--- src/rtl/mrelbp_frame_ctrl_if.sv ---
// Stream handshake bundle between the frame controller, the upstream
// pixel source, the MRELBP core and the downstream histogram sink.
interface mrelbp_frame_ctrl_if;
  logic s_axis_tvalid;
  logic s_axis_tready;
  logic core_in_ready;
  logic core_in_valid;
  logic core_out_valid;
  logic m_axis_tready;
  logic core_out_ready;
  logic m_axis_tvalid;

  // Controller side: gates the handshakes in both directions.
  modport slave (
    input  s_axis_tvalid, core_in_ready, core_out_valid, m_axis_tready,
    output s_axis_tready, core_in_valid, core_out_ready, m_axis_tvalid
  );

  // Environment side: source, core and sink.
  modport master (
    output s_axis_tvalid, core_in_ready, core_out_valid, m_axis_tready,
    input  s_axis_tready, core_in_valid, core_out_ready, m_axis_tvalid
  );
endinterface

--- src/rtl/mrelbp_frame_ctrl.sv ---
// Frame sequencer for the MRELBP core: latches configuration on start,
// clears the core, admits exactly IMG_W*IMG_H pixels, counts HIST_LEN
// histogram words out, and reports completion, abort or watchdog stall.
module mrelbp_frame_ctrl #(
  parameter int unsigned IMG_W    = 128,
  parameter int unsigned IMG_H    = 128,
  parameter int unsigned HIST_LEN = 200,
  parameter int unsigned CFG_W    = 3,
  parameter int unsigned WDOG_CYC = 65536,
  localparam int unsigned PIX_W   = $clog2(IMG_W*IMG_H+1),
  localparam int unsigned OUT_W   = $clog2(HIST_LEN+1)
) (
  input  logic             clk,
  input  logic             rst,
  input  logic             start,
  input  logic [CFG_W-1:0] cfg,
  input  logic             irq_clr,
  input  logic             abort,
  mrelbp_frame_ctrl_if.slave bus,
  output logic             core_clear,
  output logic [CFG_W-1:0] cfg_q,
  output logic             busy,
  output logic             done,
  output logic             timeout,
  output logic             irq,
  output logic [PIX_W-1:0] pix_cnt,
  output logic [OUT_W-1:0] out_cnt
);

  localparam int unsigned WD_W = $clog2(WDOG_CYC+1);
  localparam logic [PIX_W-1:0] PIX_LIM  = PIX_W'(IMG_W*IMG_H);
  localparam logic [OUT_W-1:0] HIST_LIM = OUT_W'(HIST_LEN);
  localparam logic [WD_W-1:0]  WD_LIM   = WD_W'(WDOG_CYC);

  typedef enum logic [2:0] {
    S_IDLE, S_CLEAR, S_FEED, S_DRAIN, S_DONE
  } state_t;

  state_t           state_q;
  logic [PIX_W-1:0] pix_q, pix_d;
  logic [OUT_W-1:0] out_q, out_d;
  logic [WD_W-1:0]  wdog_q, wdog_d;
  logic             clear_q, busy_q, done_q, tmo_q;
  logic             in_open, out_open, in_beat, out_beat;

  // Handshake gating and next values of the frame counters / watchdog.
  always_comb begin
    in_open  = (state_q == S_FEED);
    out_open = (state_q == S_FEED) || (state_q == S_DRAIN);
    in_beat  = in_open  & bus.s_axis_tvalid  & bus.core_in_ready;
    out_beat = out_open & bus.core_out_valid & bus.m_axis_tready;
    pix_d    = pix_q + PIX_W'(in_beat);
    out_d    = out_q + OUT_W'(out_beat);
    wdog_d   = (in_beat | out_beat) ? '0 : wdog_q + WD_W'(1);
  end

  assign bus.s_axis_tready  = in_open  & bus.core_in_ready;
  assign bus.core_in_valid  = in_open  & bus.s_axis_tvalid;
  assign bus.core_out_ready = out_open & bus.m_axis_tready;
  assign bus.m_axis_tvalid  = out_open & bus.core_out_valid;

  // Frame state machine with registered status outputs.
  always_ff @(posedge clk or posedge rst) begin
    if (rst) begin
      state_q <= S_IDLE;
      cfg_q   <= '0;
      pix_q   <= '0;
      out_q   <= '0;
      wdog_q  <= '0;
      clear_q <= 1'b0;
      busy_q  <= 1'b0;
      done_q  <= 1'b0;
      tmo_q   <= 1'b0;
    end else begin
      clear_q <= 1'b0;
      unique case (state_q)
        S_IDLE: begin
          if (start) begin
            cfg_q   <= cfg;
            pix_q   <= '0;
            out_q   <= '0;
            wdog_q  <= '0;
            tmo_q   <= 1'b0;
            clear_q <= 1'b1;
            busy_q  <= 1'b1;
            state_q <= S_CLEAR;
          end else if (irq_clr) begin
            tmo_q <= 1'b0;
          end
        end
        S_CLEAR: begin
          if (abort) begin
            busy_q  <= 1'b0;
            state_q <= S_IDLE;
          end else begin
            state_q <= S_FEED;
          end
        end
        S_FEED, S_DRAIN: begin
          // Beats in the exit cycle are still counted: they did handshake.
          pix_q  <= pix_d;
          out_q  <= out_d;
          wdog_q <= wdog_d;
          if (abort) begin
            busy_q  <= 1'b0;
            state_q <= S_IDLE;
          end else if (wdog_d == WD_LIM) begin
            tmo_q   <= 1'b1;
            busy_q  <= 1'b0;
            state_q <= S_IDLE;
          end else if (out_d == HIST_LIM) begin
            done_q  <= 1'b1;
            busy_q  <= 1'b0;
            state_q <= S_DONE;
          end else if (in_open && pix_d == PIX_LIM) begin
            state_q <= S_DRAIN;
          end
        end
        S_DONE: begin
          if (irq_clr) begin
            done_q  <= 1'b0;
            state_q <= S_IDLE;
          end
        end
        default: state_q <= S_IDLE;
      endcase
    end
  end

  assign core_clear = clear_q;
  assign busy       = busy_q;
  assign done       = done_q;
  assign timeout    = tmo_q;
  assign irq        = done_q | tmo_q;
  assign pix_cnt    = pix_q;
  assign out_cnt    = out_q;

endmodule

--- src/flat_wrapper.sv ---
// flat-port wrapper written by rule: the top's interface ports become plain ports
module mrelbp_frame_ctrl_flat 
#(
  parameter int unsigned IMG_W    = 128,
  parameter int unsigned IMG_H    = 128,
  parameter int unsigned HIST_LEN = 200,
  parameter int unsigned CFG_W    = 3,
  parameter int unsigned WDOG_CYC = 65536,
  localparam int unsigned PIX_W   = $clog2(IMG_W*IMG_H+1),
  localparam int unsigned OUT_W   = $clog2(HIST_LEN+1)
)
  (clk, rst, start, cfg, irq_clr, abort, core_clear, cfg_q, busy, done, timeout, irq, pix_cnt, out_cnt, bus_s_axis_tvalid, bus_core_in_ready, bus_core_out_valid, bus_m_axis_tready, bus_s_axis_tready, bus_core_in_valid, bus_core_out_ready, bus_m_axis_tvalid);
  mrelbp_frame_ctrl_if bus_i ();
  input  logic clk;
  input  logic rst;
  input  logic start;
  input  logic [CFG_W-1:0] cfg;
  input  logic irq_clr;
  input  logic abort;
  output logic core_clear;
  output logic [CFG_W-1:0] cfg_q;
  output logic busy;
  output logic done;
  output logic timeout;
  output logic irq;
  output logic [PIX_W-1:0] pix_cnt;
  output logic [OUT_W-1:0] out_cnt;
  input wire logic [$bits(bus_i.s_axis_tvalid)-1:0] bus_s_axis_tvalid;
  input wire logic [$bits(bus_i.core_in_ready)-1:0] bus_core_in_ready;
  input wire logic [$bits(bus_i.core_out_valid)-1:0] bus_core_out_valid;
  input wire logic [$bits(bus_i.m_axis_tready)-1:0] bus_m_axis_tready;
  output wire logic [$bits(bus_i.s_axis_tready)-1:0] bus_s_axis_tready;
  output wire logic [$bits(bus_i.core_in_valid)-1:0] bus_core_in_valid;
  output wire logic [$bits(bus_i.core_out_ready)-1:0] bus_core_out_ready;
  output wire logic [$bits(bus_i.m_axis_tvalid)-1:0] bus_m_axis_tvalid;
  assign bus_i.s_axis_tvalid = bus_s_axis_tvalid;
  assign bus_i.core_in_ready = bus_core_in_ready;
  assign bus_i.core_out_valid = bus_core_out_valid;
  assign bus_i.m_axis_tready = bus_m_axis_tready;
  assign bus_s_axis_tready = bus_i.s_axis_tready;
  assign bus_core_in_valid = bus_i.core_in_valid;
  assign bus_core_out_ready = bus_i.core_out_ready;
  assign bus_m_axis_tvalid = bus_i.m_axis_tvalid;
  mrelbp_frame_ctrl #(.IMG_W(IMG_W), .IMG_H(IMG_H), .HIST_LEN(HIST_LEN), .CFG_W(CFG_W), .WDOG_CYC(WDOG_CYC)) u_core (.clk(clk), .rst(rst), .start(start), .cfg(cfg), .irq_clr(irq_clr), .abort(abort), .bus(bus_i), .core_clear(core_clear), .cfg_q(cfg_q), .busy(busy), .done(done), .timeout(timeout), .irq(irq), .pix_cnt(pix_cnt), .out_cnt(out_cnt));
endmodule
--- config.mk ---
export PLATFORM = sky130hd
export DESIGN_NAME = mrelbp_frame_ctrl_flat
export DESIGN_NICKNAME = d
export VERILOG_FILES = /design/src/rtl/mrelbp_frame_ctrl_if.sv /design/src/rtl/mrelbp_frame_ctrl.sv /design/src/flat_wrapper.sv
export SDC_FILE = /design/constraint.sdc
export NUM_CORES = 1
export LEC_CHECK = 0
export BUFFER_PORTS_ARGS = -buffer_cell sky130_fd_sc_hd__buf_2
export CORE_ASPECT_RATIO = 1.4
export CORE_UTILIZATION = 35
export CTS_BUF_LIST = sky130_fd_sc_hd__clkbuf_16
export CTS_CLUSTER_DIAMETER = 60
export DETAILED_ROUTE_END_ITERATION = 6
export MAX_ROUTING_LAYER = met4
export PLACE_DENSITY = 0.53
export RECOVER_POWER = 50
export SLEW_MARGIN = 20
export SYNTH_ARGS = -nofsm -noshare
export SYNTH_HDL_FRONTEND = slang
export SYNTH_SLANG_ARGS = --single-unit
--- constraint.sdc ---
create_clock -name clk -period 3.3 [get_ports clk]
set_input_delay 0.66 -clock clk [delete_from_list [all_inputs] [get_ports clk]]
set_output_delay 0.66 -clock clk [all_outputs]
set_load 0.02 [all_outputs]
==> qor.txt <==
Outcome -> complete, no violations
Area Growth Syn to Fin -> 14.23%
Final hold vios -> 0
Global route overflow -> 0
Met1 Track Usage GR -> 0.2358
Largest stage delay, worst path -> 0.45 ns
Hold Crit Depth -> 1
Final clock skew -> 0.009270 ns
PD cells -> 489.1 nW/um^2
Detail Placement HPWL -> 5477 um
Worst path slowest cell -> dfrtp_1
Die H -> 113.1 um
Final TNS setup -> 0 ns
Root Buffer -> clkbuf_16
Met3 usage -> 0.02984
GRT Resource Usage Total -> 0.1861
M2 GR Usage -> 0.2961
Die Span X -> 81.37 um
Hold_sp -> u_core.cfg_q[2]$_DFFE_PP0P_
Wire length per cell -> 14.98 um
Reg2reg start -> u_core.state_q[1]$_DFFE_PP0P_
Final Cycle Share -> 0.8921
Worst reg2reg path depth -> 11
Number of synthesized flops with an enable pin -> 0
Synth Instances -> 360
GR peak layer -> met2
Dpl cells -> 491
RSZ-0062 raised after global routing -> false
CP cell instances -> nor2b_1 -> and3_1 -> ha_1 -> ha_1 -> and3_1 -> and3_1 -> nand4b_1 -> a21boi_0 -> o221ai_1 -> and3b_1 -> o32a_1
Inserted Clock Buffers -> 5
Clock period minus worst slack -> 2.944 ns
Crit-path most repeated cell -> and3_1
Initial drt markers -> 97
Clk slew on worst S/H paths -> 0.07 ns
Crit path kind -> register to register
Initial antenna violation count -> 0
Mean Syn Cell Area -> 8.574 um^2
Slew HR -> 0.2461
Critical Path Source Type -> register
DRT Wirelength -> 7473 um
Required @ worst endpoint -> 3.48 ns
Detailed-route via count -> 2,763
Routed Antenna Nets -> 0
Max_cap viols -> 0
Initial core utilization -> 0.3607
Clock Latency Late Sink -> 0.30 ns
Register area share after synthesis -> 0.4054
# rows -> 40
# nets final -> 410
H-tree Lvls -> 2
Number of global-route vias before repair -> 2,680
Post-synth design cell area -> 3087 um^2
DRC -> 0
Worst Hold Class -> register to register
Count of final setup violators -> 0
Port bufs -> 46
Post-Synthesis Net Count -> 377
Clock Path Buffers -> 2
CP Capture Type -> register
Critical Path AT -> 3.13 ns
CTS tree -> built
Peak supply drop -> 0.0003406 V
Synth unique cells -> 51
Worst Hold Path EP -> u_core.cfg_q[2]$_DFFE_PP0P_
Num ports -> 47
Share of layout cells above drive strength 1 -> 0.1574
Clock sinks -> 50
Die area -> 9204 um^2
R2R Path End -> u_core.busy$_DFFE_PP0P_
1st-pass router iterations -> 4
Vias/cell -> 5.537
Finished Layout Cells -> 499
Post-CTS repair timing setup buffer count -> 0
Flop2flop setup slack -> 0.36 ns
First-pass GRT wire length -> 12,900 um
GPL Wtd Cong -> 0.8419
Warnings, synthesis -> 0
Static Leak -> 1.507 nW
Slew Viols, Final -> 0
Largest net degree at the start of global routing -> 30
#FFs+latches synth -> 50
Achievable Freq -> 339.7 MHz
Worst-path maximum fanout -> 7
Async set or reset register ratio after synthesis -> 1.000
Worst Tran Pin Value -> 1.130 ns
Worst setup path startpoint -> u_core.state_q[1]$_DFFE_PP0P_
Most used DFF post-synth -> dfrtp_1
Ant diodes -> 0
CORE AREA -> 8558 um^2
-- what timing repair did --
item | CTS | global route
endpoints found under the setup margin | 0 | 1
gates resized for setup | 0 | 1
endpoints found under the hold margin | 0 | 0
hold buffers | 0 | 0
-- cell families (layout without fill, tap and decap cells) --
group | count (synthesis) | count (layout) | share of synthesized area
adders and majority gates | 5 | 5 | 0.02027
DFF | 50 | 50 | 0.4054
and+or+nand+nor | 147 | 147 | 0.2363
xor gates and xnor gates | 20 | 20 | 0.05675
AOI/OAI and AO/OA | 102 | 102 | 0.2156
buffers and inverters | 32 | 66 | 0.05148
muxes | 4 | 4 | 0.01419
-- cell usage after synthesis, types with 2 or more instances --
master    number  area, um^2
buf_6          2       22.52
clkbuf_1      20       75.07
a22o_1         5       43.79
inv_1          4       15.01
nand3_1       23       115.1
nor2_1        37       138.9
mux2_2         3       33.78
and2_1         6       37.54
nor3_1         7       35.03
o41ai_1        2       17.52
a22o_2         2       20.02
and3_1         9       56.30
a31o_1         2       17.52
or2_2          2       12.51
ha_1           5       62.56
buf_4          3       22.52
nand4_1       11       68.82
and4_1         3       26.28
nor4_1         5       31.28
nor3b_1        2       15.01
a21o_1         2       15.01
o31ai_1        9       67.56
nand2_1       32       120.1
xnor2_1       16       140.1
buf_2          2       10.01
a21oi_1        9       45.04
nor2b_1        2       12.51
xor2_1         4       35.03
nand2b_1       3       18.77
o21ai_0       51       255.2
dfrtp_1       50        1251
a31oi_1        8       50.05
-- worst max path at each step --
stage                                     to  slack [ns]  cells past startpoint
2_1_floorplan  u_core.state_q[0]$_DFFE_PP0P_        0.24                     12
3_3_place_gp   u_core.state_q[0]$_DFFE_PP0P_        0.31                     12
3_5_place_dp   u_core.state_q[0]$_DFFE_PP0P_        0.28                     12
4_1_cts        u_core.state_q[0]$_DFFE_PP0P_        0.25                     12
5_1_grt        u_core.state_q[0]$_DFFE_PP0P_        0.06                     12
6_report             u_core.busy$_DFFE_PP0P_        0.36                     11
-- placed cells by master, fill, tap and decap left out, types with 7 or more instances in the layout --
cell type,n
nand4_1,11
o21ai_0,50
nand3_1,23
dfrtp_1,50
o31ai_1,9
buf_2,34
nor2_1,37
clkbuf_1,14
a31oi_1,8
nor3_1,7
and3_1,9
xnor2_1,16
nand2_1,32
a21oi_1,9
-- worst max-delay path, delay by kind of cell, from the launching register on --
kind,cells,cell delay (ns)
fa+ha+maj,2,0.45
flops,1,0.45
simple gates,6,1.24
compound gates,3,0.68
-- metrics by stage --
stage	hold WS, ns	power, mW	setup slack, ns	util	cell area [um^2]
5_1_grt	0.5347	1.828	0.05878	0.4120	3526
4_1_cts	0.4670	1.763	0.2476	0.4143	3546
2_1_floorplan	0.4692	1.018	0.2415	-	3087
6_report	0.5039	1.725	0.3560	0.4120	3526
3_3_place_gp	0.4883	1.165	0.3107	0.3950	3381
3_5_place_dp	0.4910	1.165	0.2772	0.3950	3381
-- flip-flops by register name, indices dropped and copies added, names as in the netlist --
signal             count
u_core.core_clear      1
u_core.done            1
u_core.out_cnt         8
u_core.cfg_q           3
u_core.wdog_q         17
u_core.timeout         1
u_core.state_q         3
u_core.busy            1
u_core.pix_cnt        15
-- layer usage --
metal  part of all wire  vias up
met3              0.026        6
met5                  0        -
met1               0.46     1321
met2               0.50       59
met4              0.012        0
li1                   -     1377
-- report_power, final --
| group | total, mW | leakage, nW | switching (mW) | internal [mW] |
|---|---|---|---|---|
| sequential | 0.699 | 0.685 | 0.0420 | 0.657 |
| combinational | 0.436 | 0.739 | 0.286 | 0.150 |
| clock | 0.589 | 0.0836 | 0.234 | 0.355 |
| total | 1.72 | 1.51 | 0.562 | 1.16 |
-- layout make-up --
| cell class | count | area (um^2) |
|---|---|---|
| clock buffers | 5 | 125.1 |
| clock inverters | 3 | 40.04 |
| fillers | 860 | 5032 |
| inverters | 4 | 15.01 |
| multi-input cells | 278 | 1683 |
| flip-flops and latches | 50 | 1251 |
| well taps | 105 | 131.4 |
| repair buffers | 54 | 280.3 |
Note: power is estimated with default switching activity, not from simulation.
